### config.mk
export PLATFORM = sky130hd
export DESIGN_NAME = tqvp_gera_gray_seq
export DESIGN_NICKNAME = d
export VERILOG_FILES = /design/src/rtl/tqvp_gera_gray_pkg.sv /design/src/rtl/tqvp_gera_gray_conv.sv /design/src/rtl/tqvp_gera_gray_seq.sv
export SDC_FILE = /design/constraint.sdc
export NUM_CORES = 1
export LEC_CHECK = 0
export CORE_ASPECT_RATIO = 0.8
export CORE_MARGIN = 4
export CORE_UTILIZATION = 50
export DETAILED_ROUTE_END_ITERATION = 12
export MAX_ROUTING_LAYER = met4
export PLACE_DENSITY_LB_ADDON = 0.1
export SLEW_MARGIN = 40
export SYNTH_ARGS = -nofsm -noshare
export SYNTH_HDL_FRONTEND = slang
export SYNTH_SLANG_ARGS = --single-unit
### constraint.sdc
create_clock -name clk -period 6.4 [get_ports clk]
set_input_delay 1.28 -clock clk [delete_from_list [all_inputs] [get_ports clk]]
set_output_delay 1.28 -clock clk [all_outputs]
set_load 0.05 [all_outputs]
### src/rtl/tqvp_gera_gray_pkg.sv
// Shared definitions for the Gray sequencer peripheral.
// Holds the register address map, the CTRL bit positions and the
// sequencer state encoding. It has no ports.
package tqvp_gera_gray_pkg;

  localparam logic [3:0] ADDR_CTRL   = 4'h0;
  localparam logic [3:0] ADDR_START  = 4'h1;
  localparam logic [3:0] ADDR_END    = 4'h2;
  localparam logic [3:0] ADDR_DIV    = 4'h3;
  localparam logic [3:0] ADDR_CUR    = 4'h4;
  localparam logic [3:0] ADDR_OUT    = 4'h5;
  localparam logic [3:0] ADDR_STATUS = 4'h6;

  localparam int CTRL_START_CMD = 0;
  localparam int CTRL_STOP_CMD  = 1;
  localparam int CTRL_MODE      = 2;
  localparam int CTRL_CONT      = 3;
  localparam int CTRL_DIR       = 4;
  localparam int CTRL_EXT       = 5;

  typedef enum logic [1:0] {
    ST_IDLE = 2'd0,
    ST_LOAD = 2'd1,
    ST_RUN  = 2'd2
  } state_t;

endpackage

### src/rtl/tqvp_gera_gray_conv.sv
// Combinational Gray code converter.
//   i_mode  : 0 = binary -> Gray, 1 = Gray -> binary
//   i_value : value to convert
//   o_value : converted value
module tqvp_gera_gray_conv (
  input  logic       i_mode,
  input  logic [7:0] i_value,
  output logic [7:0] o_value
);

  logic [7:0] w_b2g;
  logic [7:0] w_g2b;

  assign w_b2g = i_value ^ (i_value >> 1);

  // Binary bit i is the XOR of Gray bits 7..i; written as a reduction of a
  // shifted copy so no bit depends on another bit of the same vector.
  always_comb begin
    w_g2b = '0;
    for (int i = 0; i < 8; i++) begin
      w_g2b[i] = ^(i_value >> i);
    end
  end

  assign o_value = i_mode ? w_g2b : w_b2g;

endmodule

### src/rtl/tqvp_gera_gray_seq.sv
// TinyQV byte peripheral: steps an 8-bit counter from START to END, either
// from an internal prescaler or on rising edges of ui_in[1], and drives the
// Gray-converted count onto uo_out.
//   clk, rst_n           : clock, asynchronous active-low reset
//   ui_in[7:0]           : input PMOD (ui_in[1] = external step)
//   uo_out[7:0]          : conv(CUR)
//   address[3:0]         : register address
//   data_write, data_in  : one-cycle write strobe and write data
//   data_out[7:0]        : combinational read data for address
// Bus handshake: a write takes effect on the clock edge where data_write is
// high; there is no backpressure, and reads are purely combinational.
// The sequencer state is visible as STATUS.busy (state != IDLE).
module tqvp_gera_gray_seq
  import tqvp_gera_gray_pkg::*;
#(
  parameter int DIV_W = 8  // must be 1..8, DIV is loaded from data_in
) (
  input  logic       clk,
  input  logic       rst_n,
  input  logic [7:0] ui_in,
  output logic [7:0] uo_out,
  input  logic [3:0] address,
  input  logic       data_write,
  input  logic [7:0] data_in,
  output logic [7:0] data_out
);

  state_t           r_state;
  state_t           w_state_nxt;
  logic [3:0]       r_ctrl;       // stored CTRL bits 5:2 (ext, dir, cont, mode)
  logic [7:0]       r_start;
  logic [7:0]       r_end;
  logic [DIV_W-1:0] r_div;
  logic [DIV_W-1:0] r_div_cnt;
  logic [DIV_W-1:0] w_div_cnt_nxt;
  logic [7:0]       r_cur;
  logic [7:0]       w_cur_nxt;
  logic             r_done;
  logic             w_done_set;
  logic             w_done_clr;
  logic             r_prev;

  logic w_mode, w_cont, w_dir, w_ext;
  logic w_wr_ctrl, w_cmd_start, w_cmd_stop, w_wr_status;
  logic w_tick;
  logic [7:0] w_out;
  logic w_unused;

  assign w_mode = r_ctrl[CTRL_MODE - 2];
  assign w_cont = r_ctrl[CTRL_CONT - 2];
  assign w_dir  = r_ctrl[CTRL_DIR - 2];
  assign w_ext  = r_ctrl[CTRL_EXT - 2];

  assign w_wr_ctrl   = data_write && (address == ADDR_CTRL);
  assign w_cmd_start = w_wr_ctrl && data_in[CTRL_START_CMD];
  assign w_cmd_stop  = w_wr_ctrl && data_in[CTRL_STOP_CMD];
  assign w_wr_status = data_write && (address == ADDR_STATUS);

  assign w_tick = w_ext ? (ui_in[1] && !r_prev) : (r_div_cnt == '0);

  assign w_unused = &{1'b0, ui_in[7:2], ui_in[0]};

  tqvp_gera_gray_conv u_conv (
    .i_mode  (w_mode),
    .i_value (r_cur),
    .o_value (w_out)
  );

  assign uo_out = w_out;

  // Next-state logic. Stop beats start so a combined write is a no-op stop.
  always_comb begin
    w_state_nxt   = r_state;
    w_cur_nxt     = r_cur;
    w_div_cnt_nxt = r_div_cnt;
    w_done_set    = 1'b0;
    w_done_clr    = 1'b0;
    if (w_cmd_stop) begin
      w_state_nxt = ST_IDLE;
    end else if (w_cmd_start) begin
      w_state_nxt = ST_LOAD;
      w_done_clr  = 1'b1;
    end else begin
      case (r_state)
        ST_IDLE: ;
        ST_LOAD: begin
          w_cur_nxt     = r_start;
          w_div_cnt_nxt = r_div;
          w_state_nxt   = ST_RUN;
        end
        ST_RUN: begin
          if (!w_ext) begin
            // DIV is re-read at every reload so rate changes apply live.
            w_div_cnt_nxt = (r_div_cnt == '0) ? r_div : (r_div_cnt - 1'b1);
          end
          if (w_tick) begin
            if (r_cur == r_end) begin
              if (w_cont) begin
                w_cur_nxt = r_start;
              end else begin
                w_state_nxt = ST_IDLE;
                w_done_set  = 1'b1;
              end
            end else begin
              w_cur_nxt = w_dir ? (r_cur - 1'b1) : (r_cur + 1'b1);
            end
          end
        end
        default: w_state_nxt = ST_IDLE;
      endcase
    end
  end

  always_ff @(posedge clk or negedge rst_n) begin
    if (!rst_n) begin
      r_state   <= ST_IDLE;
      r_cur     <= '0;
      r_div_cnt <= '0;
      r_done    <= 1'b0;
      r_prev    <= 1'b0;
    end else begin
      r_state   <= w_state_nxt;
      r_cur     <= w_cur_nxt;
      r_div_cnt <= w_div_cnt_nxt;
      r_prev    <= ui_in[1];
      // Completion is never lost to a simultaneous STATUS write.
      if (w_done_set) begin
        r_done <= 1'b1;
      end else if (w_done_clr || w_wr_status) begin
        r_done <= 1'b0;
      end
    end
  end

  always_ff @(posedge clk or negedge rst_n) begin
    if (!rst_n) begin
      r_ctrl  <= '0;
      r_start <= '0;
      r_end   <= '0;
      r_div   <= '0;
    end else if (data_write) begin
      case (address)
        ADDR_CTRL:  r_ctrl  <= data_in[CTRL_EXT:CTRL_MODE];
        ADDR_START: r_start <= data_in;
        ADDR_END:   r_end   <= data_in;
        ADDR_DIV:   r_div   <= data_in[DIV_W-1:0];
        default: ;
      endcase
    end
  end

  always_comb begin
    data_out = 8'h00;
    case (address)
      ADDR_CTRL:   data_out = {2'b00, r_ctrl, 2'b00};
      ADDR_START:  data_out = r_start;
      ADDR_END:    data_out = r_end;
      ADDR_DIV:    data_out = 8'(r_div);
      ADDR_CUR:    data_out = r_cur;
      ADDR_OUT:    data_out = w_out;
      ADDR_STATUS: data_out = {6'b0, r_done, (r_state != ST_IDLE)};
      default:     data_out = 8'h00;
    endcase
  end

endmodule

==> Word-level counts from Yosys, hierarchy flattened <==
Cells that the tools add are included.
{ "word_totals": {"latchBits": 0, "word_cells": 86, "out_inout_bits": 16, "romBits": 0, "n_memories": 0, "ramBits": 0, "regBits": 48} }
{ "classes": {"n_shift": 0, "n_bitwise": 3, "n_eq_ne": 16, "n_reduce_logical": 28, "addsub": 3, "mul": 0, "n_mux": 27, "magnitude_cmp": 0, "n_div": 0} }
{ "ops": {"columns": ["operator", "n"], "rows": [
  ["$reduce_xor A8 Y1", 8],
  ["$mux W8", 7],
  ["$pmux W8 S7", 1],
  ["$pmux W8 S2", 2],
  ["$sub A8 B1 Y8 const B", 2],
  ["$eq A4 B3 Y1 const B", 3],
  ["$ne A4 B4 Y1 const B", 3],
  ["$mux W1", 11],
  ["$mux W2", 5],
  ["$add A8 B1 Y8 const B", 1],
  ["$eq A4 B2 Y1 const B", 2],
  ["$eq A8 B8 Y1", 1],
  ["$logic_not A8 Y1", 1],
  ["$reduce_and A2 Y1", 4],
  ["$reduce_and A4 Y1", 2],
  ["$xor A8 B7 Y8", 1],
  ["$ne A3 B3 Y1 const B", 2],
  ["$pmux W2 S3", 1],
  ["$reduce_bool A2 Y1", 3],
  ["$logic_and A1 B1 Y1", 5],
  ["$reduce_and A5 Y1", 1],
  ["$eq A4 B1 Y1 const B", 1],
  ["$logic_not A4 Y1", 1],
  ["$ne A2 B2 Y1 const B", 2],
  ["6 further kinds", 7]
]} }

==> Longest topological paths before layout <==
{ "logic_depth": {"depth_word": 8, "depth_mapped": 9, "mapped_depth_nobuf": 8} }

==> Hierarchy <==
Synthesis repeated with hierarchy kept, for this count alone.
{ "unflattened": {"hier_cells": 337, "area_unflattened_um2": 3243.1} }
{ "modules_own_cells": {"columns": ["module", "cells_per_inst", "n_inst", "area_each_um2", "seq_area_each_um2"], "rows": [
  ["tqvp_gera_gray_seq", 310, 1, 3036.7, 1201.2],
  ["tqvp_gera_gray_conv", 27, 1, 206.4, 0.0]
]} }

==> Least setup slack after synthesis <==
Ideal clock, no wire load.
{ "synth_timing": {"path_kind": "reg2out", "from": "register r_cur[6]", "to": "output port data_out[4]", "stages_incl_launch_ff": 7, "setup_slack_ns": 1.447, "arrival_ns": 3.673, "cell_sequence": "dfrtp_1 buf_4 xor2_1 nand2_1 xnor2_1 mux2i_1 o21ai_0"} }
{ "synth_via": {"elab_chain_cells": 3} }
{ "synth_rtl": {"columns": ["element", "line_no", "source"], "rows": [
  ["from (decl)", "tqvp_gera_gray_seq.sv:36", "logic [7:0] r_cur;"],
  ["from (signal assigned)", "tqvp_gera_gray_seq.sv:123", "r_cur <= w_cur_nxt;"],
  ["$reduce_xor A8 Y1", "tqvp_gera_gray_conv.sv:21", "w_g2b[i] = ^(i_value >> i);"],
  ["$mux W8", "tqvp_gera_gray_conv.sv:25", "assign o_value = i_mode ? w_g2b : w_b2g;"],
  ["via uo_out[4]", "tqvp_gera_gray_seq.sv:21", "output logic [7:0] uo_out,"],
  ["$pmux W8 S7", "tqvp_gera_gray_seq.sv:154", "case (address)"],
  ["to (decl)", "tqvp_gera_gray_seq.sv:25", "output logic [7:0] data_out"]
]} }
The timed path passes the listed nets, and every way through them passes these cells.

==> Worst setup path in the final report <==
{ "layout_timing": {"from": "input port address[2]", "to": "output port data_out[0]"} }
{ "layout_via": {"elab_chain_cells": 2, "elab_cells_between_ends": 8, "classes_between": "eq/ne: 6; mux: 1; reduce/logical: 1"} }
{ "layout_rtl": {"columns": ["element", "line_no", "source"], "rows": [
  ["from (decl)", "tqvp_gera_gray_seq.sv:22", "input logic [3:0] address,"],
  ["$eq A4 B3 Y1, or another cell as far along", "tqvp_gera_gray_seq.sv:154", null],
  ["$pmux W8 S7 *", "tqvp_gera_gray_seq.sv:154", null]
]} }
Every way passes the cells marked *; elsewhere a longest branch is shown, timed or not.

==> run_summary.xml <==
<?xml version="1.0" encoding="UTF-8"?>
<metrics>
  <group name="outcome">
    <metric name="status" unit="">completed</metric>
  </group>
  <group name="logic_synthesis">
    <metric name="synth.yosys.seq_area_share" unit="">0.375</metric>
    <metric name="asyncSetResetFlopFracSynth" unit="">1.00</metric>
    <metric name="yosysTopAreaCell" unit="">sky130_fd_sc_hd__dfrtp_1</metric>
    <metric name="netlist-cell-type-count" unit="">48</metric>
    <metric name="yosys_register_bits" unit="">48</metric>
    <metric name="post_synth_main_area_contributors" unit="">sky130_fd_sc_hd__dfrtp_1, sky130_fd_sc_hd__mux2_2, sky130_fd_sc_hd__xnor2_1</metric>
    <metric name="ys.warnings.count" unit="">0</metric>
    <metric name="mapped_area" unit="µm²">3200</metric>
    <metric name="synth.top_cell.area_share" unit="">0.375</metric>
    <metric name="mean_post_synth_cell_area" unit="µm²">9.65</metric>
    <metric name="synth_nets" unit="">367</metric>
    <metric name="postSynth.topFlopCell" unit="">sky130_fd_sc_hd__dfrtp_1</metric>
    <metric name="yosys-top-cells-count" unit="">sky130_fd_sc_hd__dfrtp_1, sky130_fd_sc_hd__nand2_1, sky130_fd_sc_hd__mux2_2</metric>
    <metric name="cell_count_after_synthesis" unit="">332</metric>
    <metric name="synth.most_common_cell" unit="">sky130_fd_sc_hd__dfrtp_1</metric>
    <metric name="count_of_flip_flops_with_a_built_in_enable_after_synthesis" unit="">0</metric>
  </group>
  <group name="critical_path">
    <metric name="critPathKind" unit="">in2out</metric>
    <metric name="critPathCaptureType" unit="">primary output</metric>
    <metric name="worst-path-max-fanout" unit="">10</metric>
    <metric name="r2r-end" unit="">r_cur[7]</metric>
    <metric name="reg2reg_from" unit="">r_div_cnt[0]</metric>
    <metric name="start_kind" unit="">input pin</metric>
    <metric name="reg2regPathDepth" unit="">7</metric>
    <metric name="worst-endpoint-arrival" unit="ps">3820</metric>
    <metric name="timing.critical_path.required" unit="ps">5120</metric>
    <metric name="reg2reg_setup_slack" unit="ps">3640</metric>
  </group>
  <group name="drt">
    <metric name="ant_nets" unit="">0</metric>
    <metric name="avgRoutedWirePerCell" unit="µm">18.4</metric>
    <metric name="detail_route.wirelength" unit="mm">8.04</metric>
    <metric name="detailroute.via_count" unit="">2604</metric>
    <metric name="firstDrtPassIters" unit="">5</metric>
    <metric name="detail_routed_via_count_per_cell" unit="">5.96</metric>
    <metric name="first_iter_violations" unit="">171</metric>
    <metric name="drcViolationCount" unit="">0</metric>
  </group>
  <group name="global_routing">
    <metric name="antenna_found_initial" unit="">0</metric>
    <metric name="wire_length_of_the_first_global_routing_pass" unit="mm">13.4</metric>
    <metric name="grt_max_degree" unit="">49</metric>
    <metric name="track_usage" unit="">0.226</metric>
    <metric name="first_global_vias" unit="">2457</metric>
    <metric name="grt_overflow" unit="">0</metric>
  </group>
  <group name="clocking">
    <metric name="htreeDepth" unit="">2</metric>
    <metric name="tritoncts" unit="">built</metric>
    <metric name="worst_skew_pair.late_latency" unit="ps">310</metric>
    <metric name="cts_root_buf" unit="">sky130_fd_sc_hd__clkbuf_8</metric>
    <metric name="max-clock-path-buffers" unit="">2</metric>
    <metric name="cts_resized" unit="">0</metric>
    <metric name="holdBufCountCts" unit="">0</metric>
    <metric name="post_cts_setup_buffer_count" unit="">0</metric>
    <metric name="clk_transition_reported_paths" unit="ps">90</metric>
    <metric name="numCtsBuffers" unit="">5</metric>
    <metric name="numClockSinks" unit="">48</metric>
  </group>
  <group name="finish">
    <metric name="share_of_cells_above_drive_strength_1" unit="">0.135</metric>
    <metric name="combined_area_of_the_multi_input_logic_cells" unit="µm²">1860</metric>
    <metric name="num-nets-final" unit="">390</metric>
    <metric name="fillerInstances" unit="">535</metric>
    <metric name="footprint_of_the_flip_flops_and_latches" unit="µm²">1200</metric>
    <metric name="number_of_antenna_cells_inserted" unit="">0</metric>
    <metric name="final-instance-count-excl-fill" unit="">437</metric>
    <metric name="areaGrowthSynthToFinish" unit="%">13.8</metric>
  </group>
  <group name="worst_hold_path">
    <metric name="instance_count_along_the_most_critical_hold_path" unit="">2</metric>
    <metric name="class_of_the_worst_hold_path" unit="">reg2reg</metric>
    <metric name="hold_path_end" unit="">r_done</metric>
    <metric name="hold_start" unit="">r_done</metric>
  </group>
  <group name="place">
    <metric name="place_hpwl" unit="mm">5.96</metric>
    <metric name="port-buffer-count" unit="">31</metric>
    <metric name="final_weighted_congestion_of_routability_driven_global_placement" unit="">0.864</metric>
    <metric name="numPlacedInstances" unit="">429</metric>
  </group>
  <group name="die">
    <metric name="pin_count" unit="">39</metric>
    <metric name="die_h" unit="µm">79.6</metric>
    <metric name="chipWidth" unit="µm">97.5</metric>
    <metric name="fp.dieArea" unit="µm²">7760</metric>
    <metric name="initial_core_util" unit="">0.528</metric>
    <metric name="floorplan.rows" unit="">25</metric>
    <metric name="core_area" unit="µm²">6070</metric>
  </group>
  <group name="sta">
    <metric name="period_minus_slack" unit="ps">5100</metric>
    <metric name="worst_clock_skew" unit="ps">7.42</metric>
    <metric name="hold_viol_final" unit="">0</metric>
    <metric name="report.final.setup_viol" unit="">0</metric>
    <metric name="grt_setup_unrepaired" unit="">false</metric>
    <metric name="slew_headroom" unit="">0.471</metric>
    <metric name="finalMaxSlewViolations" unit="">0</metric>
    <metric name="setup-tns-final" unit="ps">0</metric>
    <metric name="timing.final.crit_share" unit="">0.797</metric>
    <metric name="worstMarginPinSlew" unit="ps">789</metric>
    <metric name="fmax" unit="MHz">196</metric>
  </group>
  <group name="run">
    <metric name="max-cap-violations" unit="">0</metric>
  </group>
</metrics>
[state kept, by name, summed over array words and instances, names as in the netlist]
register,flops
r_state,2
r_div,8
r_done,1
r_prev,1
r_start,8
r_ctrl,4
r_cur,8
r_div_cnt,8
r_end,8
[kinds of logic (layout without fill, tap and decap cells)]
group | after synthesis | in the layout | synth area share
AND/OR/NAND/NOR | 93 | 93 | 0.138
AO/OA/AOI/OAI | 69 | 69 | 0.132
flip-flops | 48 | 48 | 0.375
multiplexers | 45 | 45 | 0.166
buffers and inverters | 36 | 60 | 0.0500
XOR/XNOR | 29 | 29 | 0.0891
adder cells (fa/ha/maj) | 12 | 12 | 0.0492
[layout by cell type, fill, tap and decap left out, types with 11 or more instances in the layout]
| cell type | n |
|---|---|
| sky130_fd_sc_hd__a21oi_1 | 17 |
| sky130_fd_sc_hd__clkdlybuf4s50_1 | 29 |
| sky130_fd_sc_hd__dfrtp_1 | 48 |
| sky130_fd_sc_hd__ha_1 | 11 |
| sky130_fd_sc_hd__inv_1 | 18 |
| sky130_fd_sc_hd__mux2_2 | 26 |
| sky130_fd_sc_hd__mux2i_1 | 15 |
| sky130_fd_sc_hd__nand2_1 | 32 |
| sky130_fd_sc_hd__nor2_1 | 24 |
| sky130_fd_sc_hd__o21ai_0 | 22 |
| sky130_fd_sc_hd__xnor2_1 | 21 |
[area by class of cell]
cell class                      instances  share of cell area
Clock inverter                          1             0.00206
Clock buffer                            7              0.0237
Timing Repair Buffer                   34              0.0886
Inverter                               18              0.0185
Multi-Input combinational cell        248               0.510
Sequential cell                        48               0.330
Tap cell                               81              0.0278
[through the flow]
stage | hold WS (ps) | cell area (µm²) | worst slack (ps) | util
2_1_floorplan | 484 | 3200 | 1450 | -
3_3_place_gp | 517 | 3540 | 1100 | 0.583
3_5_place_dp | 525 | 3550 | 1340 | 0.585
4_1_cts | 540 | 3640 | 1340 | 0.601
5_1_grt | 582 | 3640 | 1210 | 0.601
6_report | 539 | 3640 | 1300 | 0.601
[routing by layer]
| layer | part of all wire | vias up | global-route usage |
|---|---|---|---|
| met2 | 0.41 | 89 | 0.304 |
| met4 | 0.0088 | 0 | 0.0484 |
| met5 | 0 | - | - |
| met3 | 0.064 | 8 | 0.0454 |
| li1 | - | 1223 | - |
| met1 | 0.51 | 1284 | 0.350 |
[critical path: stages]
cell and delay (ps):
sky130_fd_sc_hd__clkdlybuf4s50_1 560, sky130_fd_sc_hd__nor2_1 610, sky130_fd_sc_hd__nand2_1 200, sky130_fd_sc_hd__o22a_1 250, sky130_fd_sc_hd__o21ai_1 90, sky130_fd_sc_hd__clkdlybuf4s50_1 830
[how the worst max path moves through the flow]
stage,slack [ps],depth (start not counted),endpoint,start
CTS,1340,6,data_out[0],address[2]
global route,1210,6,data_out[0],address[2]
floorplan,1450,6,data_out[4],r_cur[6]
detailed placement,1340,6,data_out[0],address[2]
finish,1300,6,data_out[0],address[2]
global placement,1100,5,data_out[1],address[0]
Power is not shown: default switching activity piles up to over one toggle a cycle in this logic, so the estimate is an artifact.
